--- src/rtl/serial_subtractor_if.sv ---
// Start/done handshake bundle between the ALU sequencer and the serial subtractor.
// Latency: n/a (wires only).
// Backpressure: none; start is simply ignored while the subtractor is occupied.
interface serial_subtractor_if #(
    parameter int WIDTH = 8
);
    logic             start;
    logic [WIDTH-1:0] a;
    logic [WIDTH-1:0] b;
    logic             b_in;
    logic             busy;
    logic             done;
    logic [WIDTH-1:0] diff;
    logic             b_out;
    logic             ovf;
    logic             zero;

    // Sequencer side: issues operations, collects results.
    modport master (
        output start, a, b, b_in,
        input  busy, done, diff, b_out, ovf, zero
    );

    // Subtractor side.
    modport slave (
        input  start, a, b, b_in,
        output busy, done, diff, b_out, ovf, zero
    );
endinterface

--- src/rtl/serial_subtractor.sv ---
// Serial a - b - b_in, two bits per clock LSB first, borrow chained between steps.
// Latency: done pulses WIDTH/2 + 1 cycles after the accepting edge; results held until next done.
// Backpressure: start accepted only in IDLE; start during BUSY/DONE is dropped, never queued.
module serial_subtractor #(
    parameter int WIDTH = 8   // must be even and >= 2
) (
    input  logic                clk,
    input  logic                rst,
    serial_subtractor_if.slave  bus
);
    localparam int STEPS = WIDTH / 2;
    localparam int CW    = (STEPS < 2) ? 1 : $clog2(STEPS + 1);

    typedef enum logic [1:0] {
        S_IDLE = 2'd0,
        S_BUSY = 2'd1,
        S_DONE = 2'd2
    } state_t;

    state_t           r_state;
    logic [WIDTH-1:0] r_a_sh;
    logic [WIDTH-1:0] r_b_sh;
    logic [WIDTH-1:0] r_d_sh;
    logic             r_brw;
    logic             r_a_msb;
    logic             r_b_msb;
    logic [CW-1:0]    r_count;
    logic             r_busy;
    logic             r_done;
    logic [WIDTH-1:0] r_diff;
    logic             r_b_out;
    logic             r_ovf;
    logic             r_zero;

    logic [2:0]       w_step;
    logic [WIDTH-1:0] w_d_next;

    // One 2-bit subtract step; bit 2 of the wrapped 3-bit result is the borrow.
    always_comb begin
        w_step = {1'b0, r_a_sh[1:0]} - {1'b0, r_b_sh[1:0]} - {2'b00, r_brw};
    end

    // New digit enters at the top so after STEPS shifts the LSB pair sits at bit 0.
    generate
        if (WIDTH == 2) begin : g_narrow
            assign w_d_next = w_step[1:0];
        end else begin : g_wide
            assign w_d_next = {w_step[1:0], r_d_sh[WIDTH-1:2]};
        end
    endgenerate

    // Control FSM plus datapath; result registers only move on the DONE-entry edge.
    always_ff @(posedge clk) begin
        if (rst) begin
            r_state <= S_IDLE;
            r_a_sh  <= '0;
            r_b_sh  <= '0;
            r_d_sh  <= '0;
            r_brw   <= 1'b0;
            r_a_msb <= 1'b0;
            r_b_msb <= 1'b0;
            r_count <= '0;
            r_busy  <= 1'b0;
            r_done  <= 1'b0;
            r_diff  <= '0;
            r_b_out <= 1'b0;
            r_ovf   <= 1'b0;
            r_zero  <= 1'b0;
        end else begin
            case (r_state)
                S_IDLE: begin
                    r_done <= 1'b0;
                    if (bus.start) begin
                        r_a_sh  <= bus.a;
                        r_b_sh  <= bus.b;
                        r_brw   <= bus.b_in;
                        r_d_sh  <= '0;
                        // Sign bits kept aside: the shift registers lose them during the run.
                        r_a_msb <= bus.a[WIDTH-1];
                        r_b_msb <= bus.b[WIDTH-1];
                        r_count <= CW'(STEPS);
                        r_busy  <= 1'b1;
                        r_state <= S_BUSY;
                    end
                end
                S_BUSY: begin
                    r_a_sh  <= r_a_sh >> 2;
                    r_b_sh  <= r_b_sh >> 2;
                    r_d_sh  <= w_d_next;
                    r_brw   <= w_step[2];
                    r_count <= r_count - CW'(1);
                    if (r_count == CW'(1)) begin
                        r_busy  <= 1'b0;
                        r_done  <= 1'b1;
                        r_state <= S_DONE;
                        r_diff  <= w_d_next;
                        r_b_out <= w_step[2];
                        r_ovf   <= (r_a_msb != r_b_msb) && (w_d_next[WIDTH-1] != r_a_msb);
                        r_zero  <= (w_d_next == '0);
                    end
                end
                S_DONE: begin
                    r_done  <= 1'b0;
                    r_state <= S_IDLE;
                end
                default: begin
                    r_busy  <= 1'b0;
                    r_done  <= 1'b0;
                    r_state <= S_IDLE;
                end
            endcase
        end
    end

    assign bus.busy  = r_busy;
    assign bus.done  = r_done;
    assign bus.diff  = r_diff;
    assign bus.b_out = r_b_out;
    assign bus.ovf   = r_ovf;
    assign bus.zero  = r_zero;

endmodule

--- src/flat_wrapper.sv ---
// flat-port wrapper written by rule: the top's interface ports become plain ports
module serial_subtractor_flat 
#(
    parameter int WIDTH = 8                           
)
  (clk, rst, bus_start, bus_a, bus_b, bus_b_in, bus_busy, bus_done, bus_diff, bus_b_out, bus_ovf, bus_zero);
  serial_subtractor_if #(.WIDTH(WIDTH)) bus_i ();
  input  logic clk;
  input  logic rst;
  input wire logic [$bits(bus_i.start)-1:0] bus_start;
  input wire logic [$bits(bus_i.a)-1:0] bus_a;
  input wire logic [$bits(bus_i.b)-1:0] bus_b;
  input wire logic [$bits(bus_i.b_in)-1:0] bus_b_in;
  output wire logic [$bits(bus_i.busy)-1:0] bus_busy;
  output wire logic [$bits(bus_i.done)-1:0] bus_done;
  output wire logic [$bits(bus_i.diff)-1:0] bus_diff;
  output wire logic [$bits(bus_i.b_out)-1:0] bus_b_out;
  output wire logic [$bits(bus_i.ovf)-1:0] bus_ovf;
  output wire logic [$bits(bus_i.zero)-1:0] bus_zero;
  assign bus_i.start = bus_start;
  assign bus_i.a = bus_a;
  assign bus_i.b = bus_b;
  assign bus_i.b_in = bus_b_in;
  assign bus_busy = bus_i.busy;
  assign bus_done = bus_i.done;
  assign bus_diff = bus_i.diff;
  assign bus_b_out = bus_i.b_out;
  assign bus_ovf = bus_i.ovf;
  assign bus_zero = bus_i.zero;
  serial_subtractor #(.WIDTH(WIDTH)) u_core (.clk(clk), .rst(rst), .bus(bus_i));
endmodule
--- config.mk ---
export PLATFORM = sky130hd
export DESIGN_NAME = serial_subtractor_flat
export DESIGN_NICKNAME = d
export VERILOG_FILES = /design/src/rtl/serial_subtractor_if.sv /design/src/rtl/serial_subtractor.sv /design/src/flat_wrapper.sv
export SDC_FILE = /design/constraint.sdc
export NUM_CORES = 1
export LEC_CHECK = 0
export CAP_MARGIN = 0
export CELL_PAD_IN_SITES_DETAIL_PLACEMENT = 1
export CELL_PAD_IN_SITES_GLOBAL_PLACEMENT = 1
export CORE_MARGIN = 2
export CORE_UTILIZATION = 38
export DETAILED_ROUTE_END_ITERATION = 8
export PLACE_DENSITY = 0.77
export SYNTH_ARGS = -nofsm -noshare
export SYNTH_HDL_FRONTEND = slang
export SYNTH_SLANG_ARGS = --single-unit
export TNS_END_PERCENT = 20
--- constraint.sdc ---
create_clock -name clk -period 2.55 [get_ports clk]
set_input_delay 0.51 -clock clk [delete_from_list [all_inputs] [get_ports clk]]
set_output_delay 0.51 -clock clk [all_outputs]
set_load 0.02 [all_outputs]
* Word-level counts from Yosys, hierarchy flattened
Index checks and enable logic that the tools add are counted.
Operators by class: $add $sub $neg 3, equality and inequality tests 7, mux-type cells 16, bitwise gates (word level) 2, reduce and logical (&&, ||, !) cells 10
Operators with widths (number):
- $pmux W8 S2 | 3
- $mux W8 | 3
- $logic_not A8 Y1 | 1
- $reduce_and A2 Y1 | 4
- $pmux W3 S2 | 1
- $mux W2 | 2
- $pmux W2 S2 | 1
- $eq A3 B1 Y1 const B | 1
- $mux W1 | 3
- $mux W3 | 1
- $pmux W1 S3 | 1
- $reduce_and A3 Y1 | 1
- $sub A2 B2 Y3 | 1
- $sub A3 B1 Y3 | 1
- $sub A3 B1 Y3 const B | 1
- $eq A2 B1 Y1 const B | 1
- $eq A2 B2 Y1 const B | 1
- $logic_not A2 Y1 | 1
- $ne A1 B1 Y1 | 2
- $ne A2 B1 Y1 const B | 1
- $ne A2 B2 Y1 const B | 1
- $not A1 Y1 | 2
- $pmux W1 S2 | 1
- $reduce_bool A2 Y1 | 1
- other kinds (2) | 2
Storage, ports and cells: bits in registers 45, input bits 20, output and inout port bits 13, word-level logic and storage cells 52

* Depth between registers and ports, before layout
Gate-level depths: netlist of the first run.
depth after elaboration 4, gate-level depth with buffers 7, gate-level depth less buffers 7

* Least setup slack after synthesis of the first run
No wires, ideal clock.
path type flip-flop to flip-flop, start reg u_core.r_brw, end reg u_core.r_ovf, in the netlist u_core.bus.ovf, setup time 0.134 ns, arrival 1.702 ns, path slack 0.713 ns, stages on the path, launching flop included 8, buffers on the path 0, period minus slack after synthesis 1.837 ns, path through dfxtp_1 -> inv_1 -> fa_1 -> inv_1 -> fa_1 -> and3b_1 -> a211oi_1 -> nor3_1
Between the ends: word-level cells in the longest chain between the ends 3
RTL lines:
- start, declared | line serial_subtractor.sv:24 | logic r_brw;
- start signal, assigned | line serial_subtractor.sv:76 | r_brw <= bus.b_in;
- start signal, assigned | line serial_subtractor.sv:90 | r_brw <= w_step[2];
- $sub A3 B1 Y3 | line serial_subtractor.sv:40 | w_step = {1'b0, r_a_sh[1:0]} - {1'b0, r_b_sh[1:0]} - {2'b00, r_brw};
- $ne A1 B1 Y1 | line serial_subtractor.sv:98 | r_ovf <= (r_a_msb != r_b_msb) && (w_d_next[WIDTH-1] != r_a_msb);
- $logic_and A1 B1 Y1 | line serial_subtractor.sv:98
- end signal, assigned | line serial_subtractor.sv:98
- end, declared | line serial_subtractor.sv:32 | logic r_ovf;
No other way between the ends. A chain may end at the register's enable or synchronous reset.

* Worst setup path after layout of the first run
Same ends and word-level chain as after synthesis.

==> results of run 1 <==
[worst register-to-register path: stages, from the launching register on]
cell and delay, ps:
dfxtp_1 360, inv_1 70, fa_1 410, inv_1 80
fa_1 480, and3b_1 200, a211oi_1 210, nor3_1 70
[sequential cells by signal (all words and copies together), names as in the netlist]
| register | flops |
|---|---|
| u_core.bus.diff | 8 |
| u_core.r_a_sh | 8 |
| u_core.r_b_sh | 8 |
| u_core.r_d_sh | 6 |
| u_core.r_count | 3 |
| u_core.r_state | 2 |
| u_core.bus.b_out | 1 |
| u_core.bus.busy | 1 |
| u_core.bus.done | 1 |
| u_core.bus.ovf | 1 |
| u_core.bus.zero | 1 |
| u_core.r_a_msb | 1 |
| u_core.r_b_msb | 1 |
| u_core.r_brw | 1 |
[cells by family (layout without fill, tap and decap cells)]
logic type | count (synthesis) | after routing | share of synthesized area
simple gates | 88 | 88 | 0.2288
compound gates | 57 | 57 | 0.2099
fa+ha+maj | 4 | 4 | 0.03521
buf+inv | 22 | 50 | 0.06025
flops | 43 | 43 | 0.4658
[metal layers]
metal	vias up	global-route usage	routed length [µm]
met5	-	0	0
met4	0	0.05455	59
met3	5	0.04252	125
met2	29	0.3115	2162
met1	724	0.2260	2139
li1	786	-	-
[area by class of cell]
type | instances | area, µm²
fillers | 559 | 2409
clock inverters | 1 | 30.03
clock buffers | 6 | 72.57
repair buffers | 36 | 350.3
flip-flops and latches | 43 | 860.8
well taps | 54 | 67.56
inverters | 7 | 26.28
multi-input cells | 149 | 875.8
[per-stage QoR]
stage | hold slack (ps) | instance area (µm²) | std cells | power (mW) | util
floorplan | 436.6 | 1848 | 214 | 0.9394 | -
global placement | 443.0 | 2181 | 289 | 1.014 | 0.4648
detailed placement | 449.4 | 2181 | 289 | 1.021 | 0.4648
CTS | 461.1 | 2283 | 296 | 1.538 | 0.4867
global route | 475.6 | 2283 | 296 | 1.595 | 0.4867
finish | 456.0 | 2283 | 296 | 1.523 | 0.4867
[cell usage in the layout, fill, tap and decap left out]
cell / synthesis / routed
a211oi_1: 8 / 8
a211oi_2: 3 / 3
a21o_1: 1 / 1
a21oi_1: 36 / 36
a221oi_2: 2 / 2
a22oi_1: 2 / 2
a311oi_2: 1 / 1
a31oi_1: 1 / 1
and3b_1: 1 / 1
and4bb_1: 1 / 1
buf_4: 4 / 4
bufinv_16: 0 / 1
clkbuf_1: 4 / 1
clkbuf_8: 0 / 5
clkdlybuf4s50_1: 0 / 32
dfxtp_1: 43 / 43
fa_1: 2 / 2
ha_1: 2 / 2
inv_1: 7 / 7
nand2_1: 43 / 43
nand2b_1: 4 / 4
nand3_1: 8 / 8
nand4bb_1: 1 / 1
nor2_1: 19 / 19
nor2b_1: 1 / 1
nor2b_4: 1 / 1
nor3_1: 3 / 3
nor3b_2: 1 / 1
nor4_1: 1 / 1
nor4_2: 1 / 1
nor4b_1: 1 / 1
o21ba_2: 1 / 1
o21bai_4: 1 / 1
o31ai_1: 1 / 1
or3b_1: 2 / 2
[report_power, final]
| part | internal (mW) | switching, mW | total (mW) | leakage (nW) |
|---|---|---|---|---|
| clock network | 0.287 | 0.231 | 0.518 | 0.0513 |
| logic | 0.115 | 0.144 | 0.259 | 0.428 |
| registers | 0.714 | 0.0320 | 0.746 | 0.352 |
[how the worst max path moves through the flow]
stage / from / to / slack, ps / cells after the start
final: u_core.r_brw / u_core.bus.ovf / 570 / 7
after floorplan: u_core.r_brw / u_core.bus.ovf / 710 / 7
after CTS: u_core.r_brw / u_core.bus.ovf / 550 / 7
after global placement: bus_start / u_core.r_brw / 550 / 4
after global routing: u_core.r_brw / u_core.bus.ovf / 470 / 7
after detailed placement: bus_start / u_core.r_brw / 510 / 4
==> impl_metrics.py, run 1 <==
metrics = {
    "drt": {
        "routedWlPerCell_um": 15.16,
        "drt-initial-drc-count": 59,
        "routed_via_density": 5.216,
        "finalWirelength_um": 4487,
        "first_pass_iters": 4,
        "ant_nets": 0,
        "via_count": 1544,
        "drc": 0,
    },
    "logic_synthesis": {
        "async_flop_share": 0,
        "synth_top_flop_cell": "dfxtp_1",
        "yosysTopAreaCellShare": 0.4658,
        "synth-edff-count": 0,
        "synthTopCellsByCount": "43 x dfxtp_1, 43 x nand2_1, 36 x a21oi_1",
        "ys_ff_latch": 43,
        "yosys_warnings": 0,
        "synth.yosys.seq_area_share": 0.4658,
        "avgSynthCellArea_um2": 8.636,
        "yosys.area.top_type": "dfxtp_1",
        "syn_area_um2": 1848,
        "synth_area_leaders": "dfxtp_1 47%, a21oi_1 9.7%, nand2_1 8.7%, nor2_1 3.9%, a211oi_1 3.2%",
        "syn_nets": 238,
        "synth_cell_types": 35,
        "postSynthCellCount": 214,
    },
    "worst_hold_path": {
        "worstHoldStart": "u_core.bus.diff[2]",
        "hold_path.class": "flop to flop",
        "min_path_cells": 2,
        "holdPathEnd": "u_core.bus.diff[2]",
    },
    "critical_path": {
        "cp_num_buf_inv": 2,
        "slowest_delay_ps": 480,
        "critical_path_class": "flop to flop",
        "ff2ff_path_depth": 7,
        "critical_path.endpoint_type": "flop",
        "reg2reg_to": "u_core.bus.ovf",
        "crit_required_ps": 2740,
        "arrival_ps": 2170,
        "cp_max_fo": 5,
        "cp_slowest_cell": "fa_1",
        "r2r_setup_slack_ps": 570,
        "critPathTopFamily": "adder cells",
        "critPathLaunchType": "flop",
        "reg2reg_from": "u_core.r_brw",
        "crit_chain": "inv_1, fa_1, inv_1, fa_1, and3b_1, a211oi_1, nor3_1",
    },
    "global_route": {
        "antenna_found_initial": 0,
        "grt-ovfl-total": 0,
        "grt_pass1_wl_um": 7541,
        "grt_pass1_vias": 1577,
        "grt_max_degree": 25,
        "track_usage": 0.1820,
    },
    "sta": {
        "skew_ps": 9.340,
        "rsz0062_at_grt": "false",
        "slew_viol_final": 0,
        "period_needed_ps": 1984,
        "tightest_slew_ps": 879.8,
        "setup_violations": 0,
        "relSlewSlack": 0.4135,
        "layout_setup_ws_ps": 566.1,
        "hold_viol_final": 0,
        "fmax_mhz": 504.1,
        "post-route-period-util": 0.7780,
        "fin_tns_setup_ps": 0,
    },
    "power_and_ir_drop": {
        "p_leak_nw": 0.8314,
        "p_per_area_nw_per_um2": 667.2,
        "ir_drop_mv": 0.3260,
    },
    "cells_and_area": {
        "diodes": 0,
        "drive_gt1_frac": 0.08678,
        "synthToLayoutAreaGrowth_pct": 23.56,
        "nNetsFinal": 266,
    },
    "placement": {
        "port_buffers": 32,
        "place.gp.congestion": 0.8011,
        "dp_hpwl_um": 3077,
        "pre_cts_ws_ps": 511.7,
    },
    "floorplanning": {
        "die-area_um2": 5437,
        "dieWidth_um": 73.74,
        "die_height_um": 73.74,
        "core_area_um2": 4692,
        "rows": 25,
        "io_pins": 33,
        "initial_core_util": 0.3939,
    },
    "job": {
        "drv_cap": 0,
    },
    "clocking": {
        "cts_buffers": 5,
        "clockBufferDepth": 2,
        "clk_pin_slew_ps": 80,
        "cts_tree": "yes",
        "cts-root-buf": "clkbuf_8",
        "htreeDepth": 2,
        "ctsResizeCount": 0,
        "hold_buffers": 0,
        "cts_setup_buffers": 0,
        "cts.sinks": 43,
        "clock_latency_ps": 300,
    },
    "status": {
        "outcome": "finished clean",
    },
}
Note: power is estimated with default switching activity, not from simulation.
==> inputs of run 2 (changes only) <==
CORE_UTILIZATION = 35   (was 38)
PLACE_DENSITY = 0.75   (was 0.77)
clock period = 1.7 ns   (was 2.55 ns; I/O delays follow)
==> impl_metrics.py, run 2 (synthesized netlist as in run 1, its figures left out) <==
metrics = {
    "cells_and_area": {
        "final-seq-area_um2": 864.6,
        "fillers": 603,
        "nNetsFinal": 277,
        "final_cell_mix": "43 x nand2_1, 40 x dfxtp_1, 36 x a21oi_1, 32 x clkdlybuf4s50_1, 19 x nor2_1",
        "layout_commonest_cell": "nand2_1",
        "diodes": 0,
        "finalInstanceArea_um2": 2475,
        "fin_util": 0.4846,
        "multi_input_area_um2": 889.6,
        "drive_gt1_frac": 0.1693,
        "synthToLayoutAreaGrowth_pct": 33.92,
    },
    "sta": {
        "relSlewSlack": 0.7473,
        "hold_viol_final": 0,
        "skew_ps": 9.518,
        "setup_violations": 1,
        "period_needed_ps": 1730,
        "post-route-period-util": 1.017,
        "tightest_slew_ps": 378.6,
        "rsz0062_at_grt": "true",
        "fmax_mhz": 578.1,
        "slew_viol_final": 0,
        "layout_setup_ws_ps": -29.67,
    },
    "status": {
        "outcome": "finished with violations",
        "violations": "setup timing",
    },
    "critical_path": {
        "arrival_ps": 1930,
        "crit_chain": "inv_2, fa_2, inv_2, fa_1, and3b_1, a211oi_2, nor3_1",
        "crit_required_ps": 1900,
        "critical_path.endpoint_type": "flop",
        "crit_path_frequent_cell": "inv_2",
        "cp_slowest_cell": "fa_1",
        "cp_max_fo": 4,
        "critPathLaunchType": "flop",
        "critical_path_class": "flop to flop",
        "slowest_delay_ps": 450,
    },
    "floorplanning": {
        "initial_core_util": 0.3618,
        "core_area_um2": 5107,
        "die_height_um": 76.67,
        "io_pins": 33,
        "die-area_um2": 5878,
        "rows": 26,
        "dieWidth_um": 76.67,
    },
    "clocking": {
        "clockBufferDepth": 2,
        "cts_setup_buffers": 0,
        "clk_pin_slew_ps": 90,
        "cts_buffers": 5,
        "htreeDepth": 2,
        "hold_buffers": 0,
        "cts-root-buf": "clkbuf_8",
        "clock_latency_ps": 300,
        "cts_tree": "yes",
        "cts.sinks": 43,
    },
    "global_route": {
        "grt_max_degree": 31,
        "grt-ovfl-total": 0,
        "grt_pass1_vias": 1689,
        "grt_pass1_wl_um": 7859,
        "track_usage": 0.1653,
        "antenna_found_initial": 0,
    },
    "power_and_ir_drop": {
        "ir_drop_mv": 0.4342,
        "swShare": 0.2560,
        "cell_internal_pwr_mw": 1.889,
        "p_leak_nw": 0.9097,
        "p_per_area_nw_per_um2": 1026,
        "clkPwrFrac": 0.375,
        "finalPower_mw": 2.539,
        "p_switching_mw": 0.6499,
        "seqPwrFrac": 0.442,
        "p_comb_frac": 0.183,
    },
    "drt": {
        "via_count": 1589,
        "drc": 0,
        "drt-initial-drc-count": 88,
        "routedWlPerCell_um": 13.85,
        "finalWirelength_um": 4487,
        "first_pass_iters": 4,
        "ant_nets": 0,
        "routed_via_density": 4.904,
    },
    "placement": {
        "port_buffers": 32,
        "place.gp.congestion": 0.7495,
        "dp_hpwl_um": 3287,
        "placed_area_um2": 2332,
    },
    "job": {
        "drv_cap": 0,
    },
    "worst_hold_path": {
        "hold_path.class": "flop to flop",
    },
}
[run 2: power groups by stage]
stage / sequential (mW) / clock (mW) / combinational, mW
floorplan: 1.14 / 0 / 0.282
global placement: 1.14 / 0 / 0.446
detailed placement: 1.15 / 0 / 0.456
CTS: 1.12 / 0.967 / 0.471
global route: 1.13 / 1.02 / 0.513
finish: 1.12 / 0.951 / 0.465
[run 2: final cells by class]
type                            instances  share of cell area
Clock inverter                          3             0.02730
Inverter                                7             0.01062
Tap cell                               70             0.03539
Multi-Input combinational cell        149              0.3595
Sequential cell                        43              0.3493
Timing Repair Buffer                   47              0.1901
Clock buffer                            5             0.02781
[run 2: final timing paths]
kind / end / startpoint / slack, ps / cells after the start
worst min-delay path: u_core.bus.diff[6] / u_core.bus.diff[6] / 450 / 2
worst min register to register: u_core.bus.diff[6] / u_core.bus.diff[6] / 450 / 2
worst max register to register: u_core.bus.ovf / u_core.r_b_sh[0] / -30 / 7
worst max-delay path: u_core.bus.ovf / u_core.r_b_sh[0] / -30 / 7
[run 2: metrics by stage]
stage                     worst slack, ps  std cells  hold WS [ps]  setup TNS [ps]
after floorplan                    -5.617        214         436.6          -5.617
after global placement             -8.552        316         441.5          -8.552
after detailed placement           -68.47        316         446.1          -111.7
after CTS                          -34.87        324         458.4          -34.87
after global routing               -122.4        324         489.1          -316.8
final                              -29.67        324         453.6          -29.67
[run 2: routing by layer]
metal	track usage	vias up	share of wire	routed length (µm)
li1	-	806	-	-
met1	0.1965	755	0.45	2035
met2	0.3000	20	0.51	2282
met3	0.02824	8	0.024	107
met4	0.05455	0	0.014	62
met5	0	-	0	0
[run 2: critical path, delay by kind of cell (launching register included)]
kind	cells	cell delay, ps
AND/OR/NAND/NOR	2	260
flip-flops	1	330
adder cells (fa/ha/maj)	2	790
AO/OA/AOI/OAI	1	140
buffers and inverters	2	100
[run 2: what timing repair did]
| item | in CTS | in global routing |
|---|---|---|
| setup endpoints to repair | 3 | 4 |
| endpoints found under the hold margin | 0 | 0 |
| pin swaps | 2 | 0 |
| resized for setup | 1 | 0 |
